===== src/rtl/fifo_wr_arbiter.sv =====
// Round-robin arbiter that funnels NREQ valid/ready requesters into one async FIFO write port.
// Each grant accepts up to MAX_BURST beats and is followed by one IDLE arbitration cycle.
module fifo_wr_arbiter #(
    parameter int DSIZE     = 8,
    parameter int NREQ      = 4,
    parameter int MAX_BURST = 4
) (
    input  logic                  i_clk,
    input  logic                  i_rst_n,
    input  logic [NREQ-1:0]       i_req_valid,
    input  logic [NREQ*DSIZE-1:0] i_req_data,
    output logic [NREQ-1:0]       o_req_ready,
    output logic [NREQ-1:0]       o_grant,
    output logic                  o_wr,
    output logic [DSIZE-1:0]      o_wdata,
    input  logic                  i_wfull,
    output logic                  o_busy
);

    localparam int IW = $clog2(NREQ);

    typedef enum logic {IDLE, GRANT} state_t;

    state_t          state_q;
    logic [NREQ-1:0] grant_q;
    logic [IW-1:0]   g_q;
    logic [IW-1:0]   p_q;
    logic [3:0]      bc_q;

    logic [IW-1:0]   sel_d;
    logic [NREQ-1:0] grant_d;
    logic [IW-1:0]   p_d;
    logic [3:0]      bc_d;
    logic            g_valid;
    logic            beat;
    logic            last_beat;
    logic [DSIZE-1:0] req_data_a [NREQ];

    for (genvar k = 0; k < NREQ; k++) begin : g_slice
        assign req_data_a[k] = i_req_data[k*DSIZE +: DSIZE];
    end

    // First valid requester at or above start, wrapping past NREQ-1 back to 0.
    function automatic logic [IW-1:0] first_from(input logic [NREQ-1:0] v,
                                                 input logic [IW-1:0]   start);
        logic [IW-1:0] r;
        logic          hit;
        int            idx;
        r   = start;
        hit = 1'b0;
        for (int i = 0; i < NREQ; i++) begin
            idx = (int'(start) + i) % NREQ;
            if (!hit && v[idx[IW-1:0]]) begin
                r   = idx[IW-1:0];
                hit = 1'b1;
            end
        end
        return r;
    endfunction

    always_comb begin
        sel_d          = first_from(i_req_valid, p_q);
        grant_d        = '0;
        grant_d[sel_d] = 1'b1;
    end

    assign p_d       = (g_q == IW'(NREQ - 1)) ? '0 : g_q + 1'b1;
    assign bc_d      = bc_q + 4'd1;
    assign g_valid   = i_req_valid[g_q];
    assign beat      = g_valid && o_req_ready[g_q];
    assign last_beat = beat && (bc_d == 4'(MAX_BURST));

    // Ready is combinational so a full FIFO or reset blocks the transfer in the same cycle.
    always_comb begin
        o_req_ready = '0;
        if (state_q == GRANT && !i_wfull && i_rst_n) begin
            o_req_ready = grant_q;
        end
    end

    assign o_wr    = beat;
    assign o_wdata = (state_q == GRANT) ? req_data_a[g_q] : '0;
    assign o_grant = grant_q;
    assign o_busy  = (state_q == GRANT);

    always_ff @(posedge i_clk) begin
        if (!i_rst_n) begin
            state_q <= IDLE;
            grant_q <= '0;
            g_q     <= '0;
            p_q     <= '0;
            bc_q    <= '0;
        end else begin
            case (state_q)
                IDLE: begin
                    if (|i_req_valid) begin
                        g_q     <= sel_d;
                        grant_q <= grant_d;
                        bc_q    <= '0;
                        state_q <= GRANT;
                    end
                end
                GRANT: begin
                    // A dropped valid releases even while the FIFO is full.
                    if (!g_valid || last_beat) begin
                        state_q <= IDLE;
                        grant_q <= '0;
                        p_q     <= p_d;
                        if (beat) begin
                            bc_q <= bc_d;
                        end
                    end else if (beat) begin
                        bc_q <= bc_d;
                    end
                end
            endcase
        end
    end

endmodule


===== config.mk =====
export PLATFORM = sky130hd
export DESIGN_NAME = fifo_wr_arbiter
export DESIGN_NICKNAME = d
export VERILOG_FILES = /design/src/rtl/fifo_wr_arbiter.sv
export SDC_FILE = /design/constraint.sdc
export NUM_CORES = 1
export LEC_CHECK = 0
export CAP_MARGIN = 30
export CELL_PAD_IN_SITES_DETAIL_PLACEMENT = 1
export CELL_PAD_IN_SITES_GLOBAL_PLACEMENT = 2
export CORE_MARGIN = 2
export CORE_UTILIZATION = 25
export CTS_BUF_LIST = sky130_fd_sc_hd__clkbuf_2 sky130_fd_sc_hd__clkbuf_4 sky130_fd_sc_hd__clkbuf_8
export DETAILED_ROUTE_END_ITERATION = 10
export PLACE_DENSITY = 0.95
export RECOVER_POWER = 25
export SLEW_MARGIN = 10
export SYNTH_ARGS = -nofsm -noshare
export SYNTH_HDL_FRONTEND = slang
export SYNTH_SLANG_ARGS = --single-unit

===== constraint.sdc =====
create_clock -name i_clk -period 5.7 [get_ports i_clk]
set_clock_uncertainty 0.2 [all_clocks]
set_input_delay 1.71 -clock i_clk [delete_from_list [all_inputs] [get_ports i_clk]]
set_output_delay 1.71 -clock i_clk [all_outputs]
set_load 0.01 [all_outputs]

### After elaboration in Yosys (flattened, before gate mapping)

Index checks and enable logic that the tools add are counted.

| cells by class | value |
|---|---|
| $add $sub $neg | 5 |
| shifts and indexed selects | 0 |
| equality and inequality tests | 5 |
| $mul | 0 |
| div/mod/pow operators | 0 |
| bitwise operators | 2 |
| reductions and logical operators | 19 |
| multiplexer cells | 35 |
| $lt $le $gt $ge | 8 |

Operator list:

| kind | count |
|---|---|
| 2-to-1 mux 8 bit | 3 |
| 2-to-1 mux 4 bit | 5 |
| less-than comparator 2 x 3 -> 1 bit, second input constant | 6 |
| binary-select mux 8 bit (select 2 bit) | 1 |
| case mux 4 bit (2 select lines) | 2 |
| binary-select mux 1 bit (select 2 bit) | 6 |
| 2-to-1 mux 1 bit | 12 |
| logical AND 1 bit | 8 |
| 2-to-1 mux 2 bit | 4 |
| AND reduction 2 bit | 4 |
| logical NOT 1 bit | 5 |
| adder 2 x 1 -> 2 bit, second input constant | 2 |
| adder 2 bit, second input constant | 2 |
| adder 4 x 1 -> 4 bit, second input constant | 1 |
| equality test 4 x 3 -> 1 bit, second input constant | 1 |
| inequality test 2 x 1 -> 1 bit, second input constant | 2 |
| OR reduction 4 bit | 1 |
| greater-or-equal comparator 3 bit, second input constant | 1 |
| inverter 2 -> 3 bit | 1 |
| demux 1 bit (select 2 bit) | 1 |
| equality test 2 bit, second input constant | 1 |
| greater-or-equal comparator 2 x 1 -> 1 bit, second input constant | 1 |
| inequality test 2 bit, second input constant | 1 |
| case mux 1 bit (2 select lines) | 1 |
| 2 further kinds | 2 |

| storage, ports and cells | value |
|---|---|
| bits in writable memories | 0 |
| word-level logic and storage cells | 79 |
| bits in registers | 13 |
| bits in latches | 0 |
| ROM bits | 0 |
| output and inout port bits | 18 |
| memories kept | 0 |

### Logic depth before layout (Yosys ltp)

Gate-level depths: netlist (run 1).

| depth | value |
|---|---|
| word-level depth | 18 |
| mapped depth | 5 |

### Least setup slack after synthesis (run 1)

Ideal clock, no wire load.

| timing | value |
|---|---|
| kind | input-to-output |
| start | in i_req_valid[3] |
| end | out o_wr |
| required time | 3.790 ns |
| arrival time | 2.643 ns |
| stages | 4 |
| slack | 1.147 ns |
| path buffers | 1 |
| cell sequence | buf_4 nand2_1 mux4_2 nor2_1 |

| between the ends | value |
|---|---|
| cells in the longest elaborated chain, start to end | 3 |

Ends and longest elaborated chain:

| item | RTL line | RTL |
|---|---|---|
| from (decl) | 10 | `input logic [NREQ-1:0] i_req_valid,` |
| binary-select mux 1 bit (select 2 bit) | 69 | `assign g_valid = i_req_valid[g_q];` |
| 2-to-1 mux 1 bit (not written as such) | 69 |  |
| logical AND 1 bit | 70 | `assign beat = g_valid && o_req_ready[g_q];` |
| to (decl) | 14 | `output logic o_wr,` |

Every way passes these cells. The select of a mux whose other input is x is not followed.

### Worst setup path after layout (run 1)

| timing | value |
|---|---|
| start | in i_req_valid[2] |
| end | out o_wr |

The elaborated chain is that of the path after synthesis.

==> results of run 1 <==
metal layers:
layer / vias up / GRT usage (%) / wire length (um)
li1: 580 / - / -
met1: 604 / 18.0 / 1590
met2: 45 / 31.6 / 2190
met3: 9 / 3.23 / 239
met4: 0 / 6.50 / 95
met5: - / 0 / 0
final cells by class:
cell class / count / area (um^2)
repair buffers: 61 / 594
flip-flops and latches: 13 / 260
inverters: 4 / 15.0
clock buffers: 4 / 48.8
multi-input cells: 96 / 806
well taps: 52 / 65.1
fillers: 510 / 2590
worst reg2reg max path, cell delays in order, from the launching register on:
cell and delay [ps]:
dfxtp_1 850, mux4_1 660, o21ai_0 750, o32ai_1 180
cell families after synthesis:
group,count (synthesis)
and+or+nand+nor,52
AOI/OAI and AO/OA,29
buffers and inverters,13
muxes,13
DFF,13
adders and majority gates,2
state kept, by name (all words and copies together) (netlist names):
signal and flops:
p_q 2, g_q 2, bc_q 4, o_busy 1, o_grant 4
worst max path at each step:
| stage | to | slack, ps | depth (start not counted) |
|---|---|---|---|
| final | o_wr | 190 | 5 |
| after floorplan | o_wr | 1150 | 4 |
| after CTS | o_wr | 170 | 5 |
| after detailed placement | o_wr | 170 | 5 |
| after global routing | o_wr | 100 | 5 |
| after global placement | o_wr | 230 | 5 |
metrics by stage:
step | setup slack, ps | utilization [%] | total power, mW | cell area [um^2]
after CTS | 172 | 41.0 | 0.307 | 1800
after floorplan | 1150 | - | 0.160 | 1150
final | 192 | 40.8 | 0.302 | 1790
after global routing | 104 | 40.8 | 0.321 | 1790
after global placement | 227 | 39.9 | 0.212 | 1750
after detailed placement | 173 | 39.9 | 0.218 | 1750
power breakdown:
group / switching, mW / leakage [nW] / internal, mW / total (mW)
Combinational: 0.0393 / 0.507 / 0.0652 / 0.105
Clock: 0.0344 / 0.0262 / 0.0543 / 0.0886
Sequential: 0.0132 / 0.106 / 0.0959 / 0.109
Total: 0.0869 / 0.639 / 0.215 / 0.302
synth_stat cells, drive strengths merged:
master / count
and3b: 1
clkbuf: 4
a21boi: 3
nor3b: 2
o21ai: 6
mux4: 11
or3b: 1
o211a: 3
nor4: 1
o22ai: 1
nand4: 1
buf: 5
nor2: 4
a31o: 1
nand2: 14
or4b: 1
inv: 4
or4: 2
o311ai: 1
nor3: 2
nand3: 5
nor2b: 2
o211ai: 2
o32ai: 4
dfxtp: 13
or3: 1
a221o: 1
a21o: 1
mux2i: 2
and2: 13
o2111ai: 1
ha: 2
o21a: 2
a21oi: 2
nand3b: 1
o31a: 1
and2b: 1
==> out/results.ini, run 1 <==
[run_status]
status=completed

[synthesis]
synth_top_area_share_pct=22.7
synthAdderAreaFrac_pct=2.18
yosysSeqAreaShare_pct=22.7
syn-num-nets=163
avgSynthCellArea_um2=9.41
synth_top_family_by_area=simple AND/OR/NAND/NOR gates
muxShareOfSynthArea_pct=23.6
ys_ff_latch=13
synth_area_mm2=0.00115
yosys.area_share.simple_pct=25.5
yosysWarnings=0
synthCells=122
synth_area_leaders=dfxtp_1 23%, mux4_2 20%, and2_1 7.1%
synth_xor_area_share_pct=0
synth_compound_area_share_pct=19.2
synthDistinctLibCells=45
synth_top_cell_by_area=dfxtp_1

[sta]
worst_pin_slew_ps=933
fin_tns_setup_ps=0
hold_slack_ps=303
rsz0062_at_grt=false
fin_crit_sh_pct=96.6
finalCriticalPeriod_ps=5510
hold_violations=0
setup_viol=0
timing.fmax_mhz=182
drv_slew=0
relSlewSlack_pct=37.1

[floorplan]
core_mm2=0.00438
die_h_um=71.8
io_pins=57
die_x_um=71.8
initial_utilization_pct=26.2
dieArea_mm2=0.00515
rows=24

[routing]
first_iter_violations=47
route.detailed.drc=0
vias=1238
dr.pass1.iters=4
finalWirelength_um=4120
wl_per_cell_um=17.9
viasPerCell=5.38
ant_nets=0

[setup_path]
startpoint=i_req_valid[2]
reg2reg_from=g_q[0]
required_ps=3790
arrival_ps=3600
reg2reg_depth=3
worst-path-buf-inv=2
r2r_setup_slack_ps=2890
r2r-end=o_grant[2]
cp-start-kind=input port
cp_slowest_cell=clkdlybuf4s50_1
cp_cell_sequence=clkdlybuf4s50_1 -> nand2_1 -> mux4_2 -> nor2_1 -> clkdlybuf4s50_1
critPathKind=in2out
crit_path_frequent_cell=clkdlybuf4s50_1
max_stage_delay_ps=590
cp_max_fo=7
end_kind=primary output
crit_family=buffers and inverters

[grt]
antenna_found_initial=0
overflow=0
grt_pass1_wl_um=6690
grt_pass1_vias=1319
grt_max_degree=15
track_usage_pct=16.7

[clock_network]
hold_buffers=0
cts_sinks=13
cts_tree=done
cts_buffer_depth=2
cts_resized=0
cts_made_buffers=3
insertion_delay_ps=250
cts.root.buffer_cell=clkbuf_8
htreeDepth=1
cts_setup_buffers=0
path_clk_slew_ps=60

[layout]
final_common_cell=clkdlybuf4s50_1
fin_nets=220
syn_to_final_growth_pct=55.8
drive_above_1_share_pct=12.9
stdcell_count=230
diodes=0
final_cell_mix=51 x clkdlybuf4s50_1, 13 x and2_1, 13 x nand2_1, 13 x dfxtp_1, 10 x mux4_2

[min_path]
hold_depth=2
min_path_type=reg2reg
min_to=p_q[0]
hp-start=p_q[0]

[flow_run]
maxCapViolCount=0

[power_and_ir_drop]
p_leak_nw=0.639
p_per_area_mw_per_mm2=169
ir_worst_vdd_v=0.0000679

[placed_design]
dp_cells=226
dpl.hpwl_um=3370
place.gp.congestion=0.881
io_buffer_count=56

(Power assumes the default switching activity.)
==> run 2: changes to the inputs <==
- CORE_MARGIN: 2 -> default
- MAX_ROUTING_LAYER: default -> met4
==> run 2 against run 1 <==
Compared with the run above: sequential share of layout area rose by 0.12 points; via count shrank 1.4%; wire length down 4.4%; first-iteration DRC count rose by 32%; cell count fell by 0.87%; utilization shrank 0.34 points; combinational power about the same; hold slack worse by 2.4 ps; setup slack lost 57 ps; sequential power about the same; global-route usage about the same; highest routed layer unchanged.
==> out/results.ini, run 2 (same netlist as run 1, synthesis figures left out) <==
[setup_path]
reg2reg_depth=3  ; unchanged
r2r_setup_slack_ps=2870  ; was 2890 ps
reg2reg_from=g_q[0]  ; unchanged
critPathKind=in2out  ; unchanged
arrival_ps=3660  ; was 3600 ps
r2r-end=o_grant[1]  ; was o_grant[2]
cp-start-kind=input port  ; unchanged
startpoint=i_req_valid[0]  ; was i_req_valid[2]
end_kind=primary output  ; unchanged
required_ps=3790  ; about the same
cp_max_fo=9  ; was 7

[grt]
track_usage_pct=16.7  ; about the same
grt_max_degree=17  ; was 15
grt_pass1_vias=1281  ; was 1319
overflow=0  ; unchanged
grt_pass1_wl_um=6350  ; was 6690 um
antenna_found_initial=0  ; unchanged

[clock_network]
insertion_delay_ps=240  ; was 250 ps
cts_setup_buffers=0  ; unchanged
path_clk_slew_ps=60  ; about the same
cts_buffer_depth=2  ; unchanged
cts_tree=done  ; unchanged
cts_resized=0  ; unchanged
cts_made_buffers=3  ; unchanged
cts_sinks=13  ; unchanged
hold_buffers=0  ; unchanged
htreeDepth=1  ; unchanged
cts.root.buffer_cell=clkbuf_8  ; unchanged

[sta]
timing.fmax_mhz=180  ; was 182 MHz
relSlewSlack_pct=35.2  ; was 37.1%
hold_violations=0  ; unchanged
fin_crit_sh_pct=97.6  ; was 96.6%
setup_viol=0  ; unchanged
worst_pin_slew_ps=962  ; was 933 ps
finalCriticalPeriod_ps=5570  ; was 5510 ps
drv_slew=0  ; unchanged
fin_tns_setup_ps=0  ; unchanged
rsz0062_at_grt=false  ; unchanged

[routing]
viasPerCell=5.36  ; was 5.38
vias=1221  ; was 1238
dr.pass1.iters=4  ; unchanged
first_iter_violations=62  ; was 47
wl_per_cell_um=17.3  ; was 17.9 um
ant_nets=0  ; unchanged
finalWirelength_um=3940  ; was 4120 um
route.detailed.drc=0  ; unchanged

[power_and_ir_drop]
p_per_area_mw_per_mm2=168  ; was 169 mW/mm^2
p_leak_nw=0.630  ; was 0.639 nW
finalPower_uw=299  ; was 302 uW
ir_worst_vdd_v=0.0000629  ; was 0.0000679 V

[min_path]
hold_depth=2  ; unchanged
min_to=p_q[0]  ; unchanged
hp-start=p_q[0]  ; unchanged
min_path_type=reg2reg  ; unchanged

[floorplan]
io_pins=57  ; unchanged
dieArea_mm2=0.00487  ; was 0.00515 mm^2
rows=24  ; unchanged
die_h_um=69.8  ; was 71.8 um
initial_utilization_pct=26.2  ; unchanged
die_x_um=69.8  ; was 71.8 um
core_mm2=0.00438  ; unchanged

[layout]
fin_nets=218  ; was 220
final_cell_mix=51 x clkdlybuf4s50_1, 13 x and2_1, 13 x nand2_1, 13 x dfxtp_1, 10 x mux4_2  ; unchanged
fin_area_mm2=0.00177  ; was 0.00179 mm^2
syn_to_final_growth_pct=54.5  ; was 55.8%
drive_above_1_share_pct=11.9  ; was 12.9%
postLayoutCoreUtil_pct=40.5  ; was 40.8%
diodes=0  ; unchanged
final_common_cell=clkdlybuf4s50_1  ; unchanged
nFillCells=492  ; was 510

[placed_design]
place.gp.congestion=0.854  ; was 0.881
dpl.hpwl_um=3150  ; was 3370 um
io_buffer_count=56  ; unchanged
placed_area_mm2=0.00173  ; was 0.00175 mm^2

[run_status]
status=completed  ; unchanged

[flow_run]
maxCapViolCount=0  ; unchanged

run 2: cell count changes in the layout (fill, tap and decap cells not counted):
| cell | before | now |
|---|---|---|
| buf_4 | 4 | 2 |
run 2: worst max path at each step:
| stage | endpoint | slack (ps) | cells past startpoint |
|---|---|---|---|
| floorplan | o_wr | 1150 | 4 |
| global placement | o_wr | 200 | 5 |
| detailed placement | o_wr | 140 | 5 |
| CTS | o_wr | 140 | 5 |
| global route | o_wr | 80 | 5 |
| finish | o_wr | 130 | 5 |
run 2: final cells by class:
type / instances / area (um^2) / share of cell area (%)
Multi-Input combinational cell: 96 / 806 / 45.4
Timing Repair Buffer: 59 / 579 / 32.7
Sequential cell: 13 / 260 / 14.7
Tap cell: 52 / 65.1 / 3.67
Clock buffer: 4 / 48.8 / 2.75
Inverter: 4 / 15.0 / 0.846
run 2: routing by layer:
| metal | track usage (%) | wire length, um | up-vias |
|---|---|---|---|
| li1 | - | - | 577 |
| met1 | 19.2 | 1680 | 604 |
| met2 | 30.0 | 2060 | 36 |
| met3 | 1.89 | 151 | 4 |
| met4 | 5.56 | 46 | 0 |
| met5 | - | 0 | - |
run 2: report_power, final:
group	internal (mW)	total (mW)	switching, mW	leakage [nW]
clock network	0.0541	0.0869	0.0328	0.0262
logic	0.0642	0.103	0.0384	0.498
registers	0.0959	0.109	0.0131	0.106
run 2: per-stage QoR:
step / setup WS, ps / cells / hold WS [ps]
finish: 135 / 228 / 301
global route: 77.2 / 228 / 320
CTS: 136 / 228 / 302
detailed placement: 138 / 224 / 296
global placement: 205 / 224 / 276
floorplan: 1150 / 122 / 248
run 2: critical path: stages:
cell and delay [ps]:
clkdlybuf4s50_1 620, nand2_1 90, mux4_2 480, nor2_1 180, clkdlybuf4s50_1 570
==> run 3: changes to the inputs <==
- CORE_ASPECT_RATIO: default -> 0.5
==> run 3 against run 2 <==
Compared with the run above: the run now ends with DRC left; total power up 0.71%; hold slack worse by 0.58 ps; wire length rose by 0.71%; design area rose by 1.4%; utilization up 2.9 points; die area is 0.35% higher; count of clock-buffer cells in the layout did not move; via count decreased by 0.49%; non-clock buffer count rose by 3; fmax up 3.2%; setup slack gained 170 ps; critical endpoint unchanged.
==> out/results.ini, run 3 (same netlist as run 1, synthesis figures left out) <==
[run_status]
status=finished with violations  ; was completed
violations=DRC

[layout]
diodes=0  ; unchanged
stdcell_count=233  ; was 228
fin_area_mm2=0.00180  ; was 0.00177 mm^2
fin_nets=221  ; was 218
syn_to_final_growth_pct=56.6  ; was 54.5%
drive_above_1_share_pct=13.4  ; was 11.9%
final_common_cell=clkdlybuf4s50_1  ; unchanged
final_cell_mix=51 x clkdlybuf4s50_1, 13 x and2_1, 13 x nand2_1, 13 x dfxtp_1, 10 x mux4_2  ; unchanged
postLayoutCoreUtil_pct=43.4  ; was 40.5%

[clock_network]
cts.root.buffer_cell=clkbuf_8  ; unchanged
path_clk_slew_ps=60  ; about the same
cts_made_buffers=3  ; unchanged
htreeDepth=1  ; unchanged
cts_tree=done  ; unchanged
hold_buffers=0  ; unchanged
cts_buffer_depth=2  ; unchanged
cts_resized=0  ; unchanged
cts_sinks=13  ; unchanged
insertion_delay_ps=250  ; was 240 ps
cts_setup_buffers=0  ; unchanged

[routing]
dr.pass1.iters=7  ; was 4
viasPerCell=5.21  ; was 5.36
ant_nets=0  ; unchanged
route.detailed.drc=4  ; was 0
wl_per_cell_um=17.0  ; was 17.3 um
finalWirelength_um=3970  ; was 3940 um
vias=1215  ; was 1221
first_iter_violations=54  ; was 62

[sta]
fin_crit_sh_pct=94.7  ; was 97.6%
rsz0062_at_grt=false  ; unchanged
setup_slack_ps=305  ; was 135 ps
hold_slack_ps=300  ; was 301 ps
drv_slew=0  ; unchanged
finalCriticalPeriod_ps=5400  ; was 5570 ps
timing.fmax_mhz=185  ; was 180 MHz
relSlewSlack_pct=38.9  ; was 35.2%
hold_violations=0  ; unchanged
worst_pin_slew_ps=907  ; was 962 ps
setup_viol=0  ; unchanged
fin_tns_setup_ps=0  ; unchanged

[setup_path]
r2r_setup_slack_ps=2930  ; was 2870 ps
cp_slowest_cell=clkdlybuf4s50_1  ; unchanged
cp_max_fo=3  ; was 9
cp_cell_sequence=clkdlybuf4s50_1 -> nand2_1 -> mux4_2 -> nor2_1 -> clkdlybuf4s50_1  ; unchanged
crit_family=buffers and inverters  ; unchanged
crit_path_frequent_cell=clkdlybuf4s50_1  ; unchanged
cp-start-kind=input port  ; unchanged
critPathKind=in2out  ; unchanged
max_stage_delay_ps=570  ; was 620 ps
worst-path-buf-inv=2  ; unchanged
end_kind=primary output  ; unchanged
required_ps=3790  ; about the same
arrival_ps=3490  ; was 3660 ps

[grt]
grt_max_degree=16  ; was 17
track_usage_pct=18.3  ; was 16.7%
overflow=0  ; unchanged
antenna_found_initial=0  ; unchanged
grt_pass1_vias=1307  ; was 1281
grt_pass1_wl_um=6580  ; was 6350 um

[placed_design]
dp_cells=229  ; was 224
place.gp.congestion=0.761  ; was 0.854
pre_cts_ws_ps=284  ; was 138 ps
placed_area_mm2=0.00176  ; was 0.00173 mm^2
io_buffer_count=56  ; unchanged
dpl.hpwl_um=3230  ; was 3150 um

[floorplan]
core_mm2=0.00414  ; was 0.00438 mm^2
die_h_um=49.9  ; was 69.8 um
die_x_um=97.9  ; was 69.8 um
initial_utilization_pct=27.7  ; was 26.2%
dieArea_mm2=0.00489  ; was 0.00487 mm^2
rows=16  ; was 24
io_pins=57  ; unchanged

[power_and_ir_drop]
p_seq_share_pct=36.0  ; was 36.5%
cell_internal_pwr_uw=216  ; was 214 uW
p_per_area_mw_per_mm2=167  ; was 168 mW/mm^2
swShare_pct=28.2  ; was 28.3%
finalPower_uw=301  ; was 299 uW
pwr-share-comb_pct=34.6  ; was 34.4%
p_leak_nw=0.644  ; was 0.630 nW
ir_worst_vdd_v=0.0000636  ; was 0.0000629 V
clkPwrFrac_pct=29.4  ; was 29.1%
p_switching_uw=84.8  ; was 84.4 uW

[min_path]
min_path_type=reg2reg  ; unchanged

[flow_run]
maxCapViolCount=0  ; unchanged

## run 3: cell types whose count changed in the layout (fill, tap and decap cells not counted)
cell / before / now
buf_4: 2 / 5
## run 3: layout make-up
class | count | area, um^2
Sequential cell | 13 | 260
Timing Repair Buffer | 62 | 602
Inverter | 4 | 15.0
Tap cell | 54 | 67.6
Fill cell | 480 | 2340
Multi-Input combinational cell | 96 | 806
Clock buffer | 4 | 48.8
## run 3: final timing paths
kind / startpoint / to / cells after the start
max: i_req_valid[0] / o_wr / 5
min: p_q[0] / p_q[0] / 2
max reg2reg: g_q[0] / o_grant[0] / 3
min reg2reg: p_q[0] / p_q[0] / 2
## run 3: power by group through the flow
stage                     Sequential [mW]  Combinational [mW]  Clock (mW)
after detailed placement            0.111               0.106           0
after global routing                0.110               0.111      0.0972
final                               0.108               0.104      0.0884
after global placement              0.111               0.103           0
after floorplan                     0.103              0.0569           0
after CTS                           0.109               0.106      0.0915
## run 3: worst reg2reg max path: stages (launching register included)
cell and delay [ps]:
dfxtp_1 830, mux4_1 650, o21ai_0 730, o32ai_1 190
## run 3: metal layers
metal | GRT usage, % | vias up | share of wire (%)
met5 | - | - | 0
met4 | 7.07 | 0 | 1.5
met3 | 3.55 | 8 | 2.6
met2 | 35.0 | 20 | 55
met1 | 18.9 | 606 | 40
li1 | - | 581 | -
